$ cat config.mk
export PLATFORM = sky130hd
export DESIGN_NAME = disp_page_scheduler
export DESIGN_NICKNAME = d
export VERILOG_FILES = /design/src/rtl/disp_page_scheduler.sv
export SDC_FILE = /design/constraint.sdc
export NUM_CORES = 1
export LEC_CHECK = 0
export BUFFER_PORTS_ARGS = -buffer_cell sky130_fd_sc_hd__buf_2
export CAP_MARGIN = 0
export CORE_MARGIN = 4
export CORE_UTILIZATION = 35
export CTS_CLUSTER_DIAMETER = 120
export DETAILED_ROUTE_END_ITERATION = 8
export PLACE_DENSITY = 0.56
export SYNTH_ARGS = -nofsm -noshare
export SYNTH_HDL_FRONTEND = slang
export SYNTH_SLANG_ARGS = --single-unit
$ cat constraint.sdc
create_clock -name clk -period 10.4 [get_ports clk]
set_clock_uncertainty 0.2 [all_clocks]
set_input_delay 1.56 -clock clk [delete_from_list [all_inputs] [get_ports clk]]
set_output_delay 1.56 -clock clk [all_outputs]
set_load 0.02 [all_outputs]
$ cat src/rtl/disp_page_scheduler.sv
// Chooses which 16-bit half of four 32-bit debug sources feeds the 7-segment scanner:
// debounced button stepping, timed auto rotation, or urgent preemption by a source.
module disp_page_scheduler #(
   parameter int unsigned DWELL   = 25_000_000,
   parameter int unsigned DEB_CYC = 500_000
) (
   input  logic        clk,
   input  logic        rst,
   input  logic [31:0] src0,
   input  logic [31:0] src1,
   input  logic [31:0] src2,
   input  logic [31:0] src3,
   input  logic        btn_next,
   input  logic        auto_en,
   input  logic [3:0]  urg_req,
   output logic [3:0]  urg_ack,
   output logic [2:0]  page,
   output logic [1:0]  mode,
   output logic [15:0] disp_word
);

   localparam int DW  = $clog2(DWELL);
   localparam int DBW = $clog2(DEB_CYC);
   localparam logic [DW-1:0]  DWELL_TC = DW'(DWELL - 1);
   localparam logic [DW-1:0]  DWELL_1  = DW'(1);
   localparam logic [DBW-1:0] DEB_TC   = DBW'(DEB_CYC - 1);
   localparam logic [DBW-1:0] DEB_1    = DBW'(1);

   typedef enum logic [1:0] {
      ST_MANUAL = 2'b00,
      ST_AUTO   = 2'b01,
      ST_URGENT = 2'b10
   } state_t;

   state_t         state;
   logic           btn_s1;
   logic           btn_s2;
   logic           btn_acc;
   logic           press;
   logic [DBW-1:0] deb_cnt;
   logic [DW-1:0]  dwell_cnt;
   logic [DW-1:0]  hold_cnt;
   logic [2:0]     saved_page;
   logic [1:0]     urg_idx;
   logic [31:0]    src_sel;

   function automatic logic [1:0] lowest_req(input logic [3:0] req);
      if (req[0])      return 2'd0;
      else if (req[1]) return 2'd1;
      else if (req[2]) return 2'd2;
      else             return 2'd3;
   endfunction

   // The accepted level only flips after DEB_CYC consecutive disagreeing cycles.
   always_ff @(posedge clk or posedge rst) begin
      if (rst) begin
         btn_s1  <= 1'b0;
         btn_s2  <= 1'b0;
         btn_acc <= 1'b0;
         deb_cnt <= '0;
         press   <= 1'b0;
      end else begin
         btn_s1 <= btn_next;
         btn_s2 <= btn_s1;
         press  <= 1'b0;
         if (btn_s2 != btn_acc) begin
            if (deb_cnt == DEB_TC) begin
               btn_acc <= btn_s2;
               deb_cnt <= '0;
               press   <= btn_s2;
            end else begin
               deb_cnt <= deb_cnt + DEB_1;
            end
         end else begin
            deb_cnt <= '0;
         end
      end
   end

   always_ff @(posedge clk or posedge rst) begin
      if (rst) begin
         state      <= ST_MANUAL;
         page       <= '0;
         saved_page <= '0;
         urg_idx    <= '0;
         dwell_cnt  <= '0;
         hold_cnt   <= '0;
         urg_ack    <= '0;
      end else begin
         urg_ack <= '0;
         case (state)
            ST_MANUAL, ST_AUTO: begin
               if (|urg_req) begin
                  urg_idx    <= lowest_req(urg_req);
                  saved_page <= page;
                  page       <= {lowest_req(urg_req), 1'b0};
                  urg_ack    <= 4'b0001 << lowest_req(urg_req);
                  hold_cnt   <= '0;
                  dwell_cnt  <= '0;
                  state      <= ST_URGENT;
               end else if (press) begin
                  page      <= page + 3'd1;
                  dwell_cnt <= '0;
               end else if (state == ST_AUTO && dwell_cnt == DWELL_TC) begin
                  page      <= page + 3'd1;
                  dwell_cnt <= '0;
               end else if (state == ST_AUTO && !auto_en) begin
                  state <= ST_MANUAL;
               end else if (state == ST_MANUAL && auto_en) begin
                  state     <= ST_AUTO;
                  dwell_cnt <= '0;
               end else if (state == ST_AUTO) begin
                  dwell_cnt <= dwell_cnt + DWELL_1;
               end
            end
            ST_URGENT: begin
               if (!urg_req[urg_idx] && hold_cnt == DWELL_TC) begin
                  dwell_cnt <= '0;
                  if (|urg_req) begin
                     // Chain straight into the next urgent source; saved_page stays the pre-urgent page.
                     urg_idx  <= lowest_req(urg_req);
                     page     <= {lowest_req(urg_req), 1'b0};
                     urg_ack  <= 4'b0001 << lowest_req(urg_req);
                     hold_cnt <= '0;
                  end else begin
                     page  <= saved_page;
                     state <= auto_en ? ST_AUTO : ST_MANUAL;
                  end
               end else begin
                  if (hold_cnt != DWELL_TC) hold_cnt <= hold_cnt + DWELL_1;
                  if (dwell_cnt == DWELL_TC) begin
                     page[0]   <= ~page[0];
                     dwell_cnt <= '0;
                  end else begin
                     dwell_cnt <= dwell_cnt + DWELL_1;
                  end
               end
            end
            default: state <= ST_MANUAL;
         endcase
      end
   end

   assign mode = state;

   always_comb begin
      case (page[2:1])
         2'd0:    src_sel = src0;
         2'd1:    src_sel = src1;
         2'd2:    src_sel = src2;
         default: src_sel = src3;
      endcase
   end

   always_ff @(posedge clk or posedge rst) begin
      if (rst) disp_word <= '0;
      else     disp_word <= page[0] ? src_sel[31:16] : src_sel[15:0];
   end

endmodule

# == After elaboration in Yosys (flattened, before gate mapping) ==
# Index checks and enable logic that the tools add are counted.
# totals
ff_bits,103
output_inout_bits,25
# classes
bitwise,1
shifts,2
reduce_logical,19
n_mux,52
n_addsub,4
magnitude_cmp,1
n_eq_ne,19
# op_table
cell,n
two-way mux 25 bit,11
case mux 25 bit (2 select lines),2
case mux 32 bit (3 select lines),1
"adder 25 x 1 -> 25 bit, second input constant",2
"== test 25 bit, second input constant",2
two-way mux 19 bit,2
two-way mux 2 bit,16
"!= test 25 bit, second input constant",1
"adder 19 x 1 -> 19 bit, second input constant",1
"== test 19 bit, second input constant",1
two-way mux 16 bit,1
two-way mux 3 bit,4
two-way mux 4 bit,3
"!= test 3 bit, second input constant",4
AND reduction 3 bit,3
"!= test 4 bit, second input constant",2
case mux 2 bit (2 select lines),2
case mux 4 bit (2 select lines),1
AND reduction 2 bit,4
"left shift 1 x 2 -> 4 bit, first input constant",2
two-way mux 1 bit,7
"!= test 6 bit, second input constant",1
case mux 3 bit (2 select lines),1
"!= test 5 bit, second input constant",1
15 further kinds,23

# == Logic depth before layout (Yosys ltp) ==
# logic_depth
word_depth,10
ltp_mapped,8
depth_no_buf,7

# == Worst setup path after synthesis ==
# Ideal clock, no wire load.
# synth_timing
kind,in2reg
start,input port urg_req[2]
end,register dwell_cnt[10]
slack_ps,6962
t_arrival_ps,3117
setup_time_ps,121
path_buffers,2
path_stages,7
path_cell_list,or4_1 > buf_2 > nor4_4 > a21o_4 > nor2_8 > buf_6 > a22o_1
# synth_between
elab_chain_cells,6
word_cells_on_any_way,11
classes_between,2 x eq/ne; 5 x mux; 4 x reduce/logical
# synth_lines
item,line,rtl
from (decl),15,"input logic [3:0] urg_req,"
binary-select mux 1 bit (select 2 bit),117,if (!urg_req[urg_idx] && hold_cnt == DWELL_TC) begin
two-way mux 1 bit (implied by the code),117,
zero test 1 bit,117,
logical AND 1 bit,117,
two-way mux 25 bit,117,
case mux 25 bit (2 select lines),91,case (state)
to (signal assigned),113,dwell_cnt <= dwell_cnt + DWELL_1;
to (signal assigned),135,dwell_cnt <= dwell_cnt + DWELL_1;
to (decl),41,logic [DW-1:0] dwell_cnt;
# Parallel ways exist; a longest one is shown, timed or not. The select of a mux whose other input is x is not followed.
# A chain may end at the register's enable or synchronous reset.

# == Final worst setup path ==
# layout_timing
start,input port urg_req[2]
end,register dwell_cnt[12]
# The elaborated chain is that of the path after synthesis.

==> impl_metrics.sql <==
INSERT INTO impl_metrics (metric_group, metric, value, unit) VALUES
('power_and_ir_drop', 'power.net_switching', '0.000290', 'W'),
('floorplanning', 'die_width', '143', 'microns'),
('critical_path', 'rrSetupSlack', '7.62', 'ns'),
('grt', 'grt_residual_overflow', '0', ''),
('sta', 'final-hold-violation-count', '0', ''),
('finish', 'sequential_cell_area', '0.00258', 'sq mm'),
('routing', 'via_density_per_instance', '5.65', ''),
('flow_run', 'drv.max_cap_violation_count', '0', ''),
('power_and_ir_drop', 'seq_power_share', '0.474', ''),
('sta', 'grt_setup_unrepaired', 'no', ''),
('grt', 'wire_length_of_the_first_global_routing_pass', '30000', 'microns'),
('sta', 'timing_worst_slew_pin_value', '0.925', 'ns'),
('synth', 'synth.top_cells.by_count', '103 x dfrtp_1, 63 x nor2_1, 48 x nand2_1', ''),
('critical_path', 'crit_type', 'input pin to register', ''),
('critical_path', 'critical_path_arrival', '3.64', 'ns'),
('status', 'outcome', 'completed', ''),
('finish', 'layout.nets', '899', ''),
('synth', 'yosysUniqueCellTypes', '73', ''),
('cts', 'clk_pin_slew', '0.07', 'ns'),
('cts', 'cts_hold_repair.buffers', '0', ''),
('placement', 'placement.io_buffers', '160', ''),
('routing', 'drt_iter0_markers', '380', ''),
('routing', 'dr.pass1.iters', '5', ''),
('power_and_ir_drop', 'power-per-cell-area', '134', 'mW/mm^2'),
('routing', 'met1_length', '8290', 'microns'),
('power_and_ir_drop', 'power.internal', '0.000733', 'W'),
('routing', 'totalWireLength', '18300', 'microns'),
('critical_path', 'worstPathCellList', 'buf_2, mux4_2, o31ai_2, a21oi_1, a21o_1, a22o_1', ''),
('synth', 'synth.most_common_cell', 'dfrtp_1', ''),
('synth', 'async_reset_ff_frac', '1.00', ''),
('sta', 'timing.fmax', '278', 'MHz'),
('critical_path', 'setup.worst_path.end_class', 'register', ''),
('power_and_ir_drop', 'power_total', '0.00102', 'W'),
('power_and_ir_drop', 'p_sw_frac', '0.283', ''),
('finish', 'antennaDiodeCount', '0', ''),
('routing', 'topRoutingLayerUsed', 'met4', ''),
('power_and_ir_drop', 'power.leakage', '3.28', 'nW'),
('routing', 'vias', '5588', ''),
('floorplanning', 'core', '0.0175', 'sq mm'),
('placement', 'place.gp.congestion', '0.905', ''),
('synth', 'synth-edff-count', '0', ''),
('finish', 'multi_input_area', '0.00357', 'sq mm'),
('floorplanning', 'floorplan.die_area', '0.0203', 'sq mm'),
('cts', 'cts_max_level', '3', ''),
('synth', 'synth.top_cell.area_share', '0.406', ''),
('synth', 'seq_area_frac_synth', '0.406', ''),
('sta', 'hold_slack', '0.153', 'ns'),
('critical_path', 'cp_max_fo', '7', ''),
('synth', 'synth-main-ff-cell', 'dfrtp_1', ''),
('cts', 'worst_skew_pair.late_latency', '0.36', 'ns'),
('finish', 'layout-drive-gt1-share', '0.344', ''),
('synth', 'synth.top_cells.by_area', 'dfrtp_1 41%, mux4_2 12%, mux2_2 4.1%, nor2_1 3.7%, nand2_1 2.8%', ''),
('synth', 'synth_nets', '750', ''),
('floorplanning', 'io-pin-count', '161', ''),
('synth', 'synth_top_cell_by_area', 'dfrtp_1', ''),
('routing', 'met3WireLength', '881', 'microns'),
('sta', 'setup-violations-final', '0', ''),
('finish', 'design_area', '0.00764', 'sq mm'),
('cts', 'cts_root_buffer', 'clkbuf_16', ''),
('routing', 'drc_errors', '0', ''),
('sta', 'timing.max_slew.rel_slack', '0.383', ''),
('worst_hold_path', 'worstHoldPathType', 'register to register', ''),
('synth', 'ys_warn_count', '0', ''),
('sta', 'slew_violations', '0', ''),
('sta', 'min_cycle_time_layout', '3.59', 'ns'),
('power_and_ir_drop', 'share_clk_of_total_power', '0.346', ''),
('finish', 'synth_to_layout_area_growth', '20.5', '%'),
('grt', 'largest_net_degree_at_the_start_of_global_routing', '71', ''),
('cts', 'cts_tree', 'yes', ''),
('critical_path', 'critPathMaxStageDelay', '0.65', 'ns'),
('power_and_ir_drop', 'ir_worst_vdd', '0.0921', 'mV');
==> path summary, 6_finish.rpt <==
kind | end | cells after the start | from
min in group asynchronous | disp_word[12]$_DFF_PP0_ | 2 | rst
max reg2reg | dwell_cnt[12]$_DFFE_PP0P_ | 6 | hold_cnt[6]$_DFFE_PP0P_
min | btn_s2$_DFF_PP0_ | 0 | btn_s1$_DFF_PP0_
min reg2reg | btn_s2$_DFF_PP0_ | 0 | btn_s1$_DFF_PP0_
max | dwell_cnt[12]$_DFFE_PP0P_ | 6 | urg_req[2]
max in group asynchronous | page[1]$_DFFE_PP0P_ | 3 | rst
==> kinds of logic (layout without fill, tap and decap cells) <==
family                   after synthesis  count (layout)  synth area share
AND/OR/NAND/NOR                      250             250             0.223
AO/OA/AOI/OAI                        132             132             0.142
flip-flops                           103             103             0.406
multiplexers                          56              56             0.158
buffers and inverters                 42             196            0.0302
XOR/XNOR                              23              23            0.0318
adder cells (fa/ha/maj)                4               4           0.00789
==> registers in the layout, indices dropped and copies added, names as in the netlist, 2 cells and up <==
register,count
mode,2
page,3
urg_ack,4
hold_cnt,25
disp_word,16
dwell_cnt,25
urg_idx,2
deb_cnt,19
saved_page,3
==> final cells by class <==
cell class,count,share of cell area
Multi-Input combinational cell,465,0.468
Sequential cell,103,0.338
Timing Repair Buffer,165,0.110
Tap cell,225,0.0369
Clock buffer,11,0.0331
Inverter,15,0.00770
Clock inverter,5,0.00737
==> per-stage QoR <==
stage	util	worst slack [ns]	instances
6_report	0.436	6.81	989
4_1_cts	0.436	6.86	989
3_5_place_dp	0.418	6.50	973
2_1_floorplan	-	5.94	610
5_1_grt	0.436	6.74	989
3_3_place_gp	0.418	6.54	973
==> power groups by stage <==
stage	combinational (W)	clock [W]	sequential (W)
2_1_floorplan	0.000112	0	0.000494
6_report	0.000184	0.000354	0.000485
5_1_grt	0.000203	0.000382	0.000494
3_3_place_gp	0.000181	0	0.000490
3_5_place_dp	0.000185	0	0.000492
4_1_cts	0.000186	0.000364	0.000485
==> metal layers <==
| metal | GRT usage | vias to the layer above |
|---|---|---|
| li1 | - | 2609 |
| met1 | 0.257 | 2798 |
| met2 | 0.296 | 157 |
| met3 | 0.0356 | 24 |
| met4 | 0.0430 | 0 |
| met5 | 0 | - |
==> cells in the final DEF, fill, tap and decap left out, types with 6 or more instances in the layout <==
cell type and n:
buf_2 160, a22o_1 15, nand4_1 12, nor4_1 12
xnor2_1 12, clkbuf_16 9, nor3_1 17, mux4_2 33
dfrtp_1 102, a21o_1 6, nand3_1 27, o21ai_1 19
o21ai_0 22, inv_1 14, and4_1 9, nor2_1 63
and3_1 11, xor2_1 11, a21oi_1 27, nand2_1 48
and2_1 7, mux2_2 23
==> worst max-delay path, delay by kind of cell <==
family | cells | cell delay, ns
AO/OA/AOI/OAI | 4 | 1.35
buffers and inverters | 1 | 0.14
multiplexers | 1 | 0.59
Power figures use the tool's default switching activity.
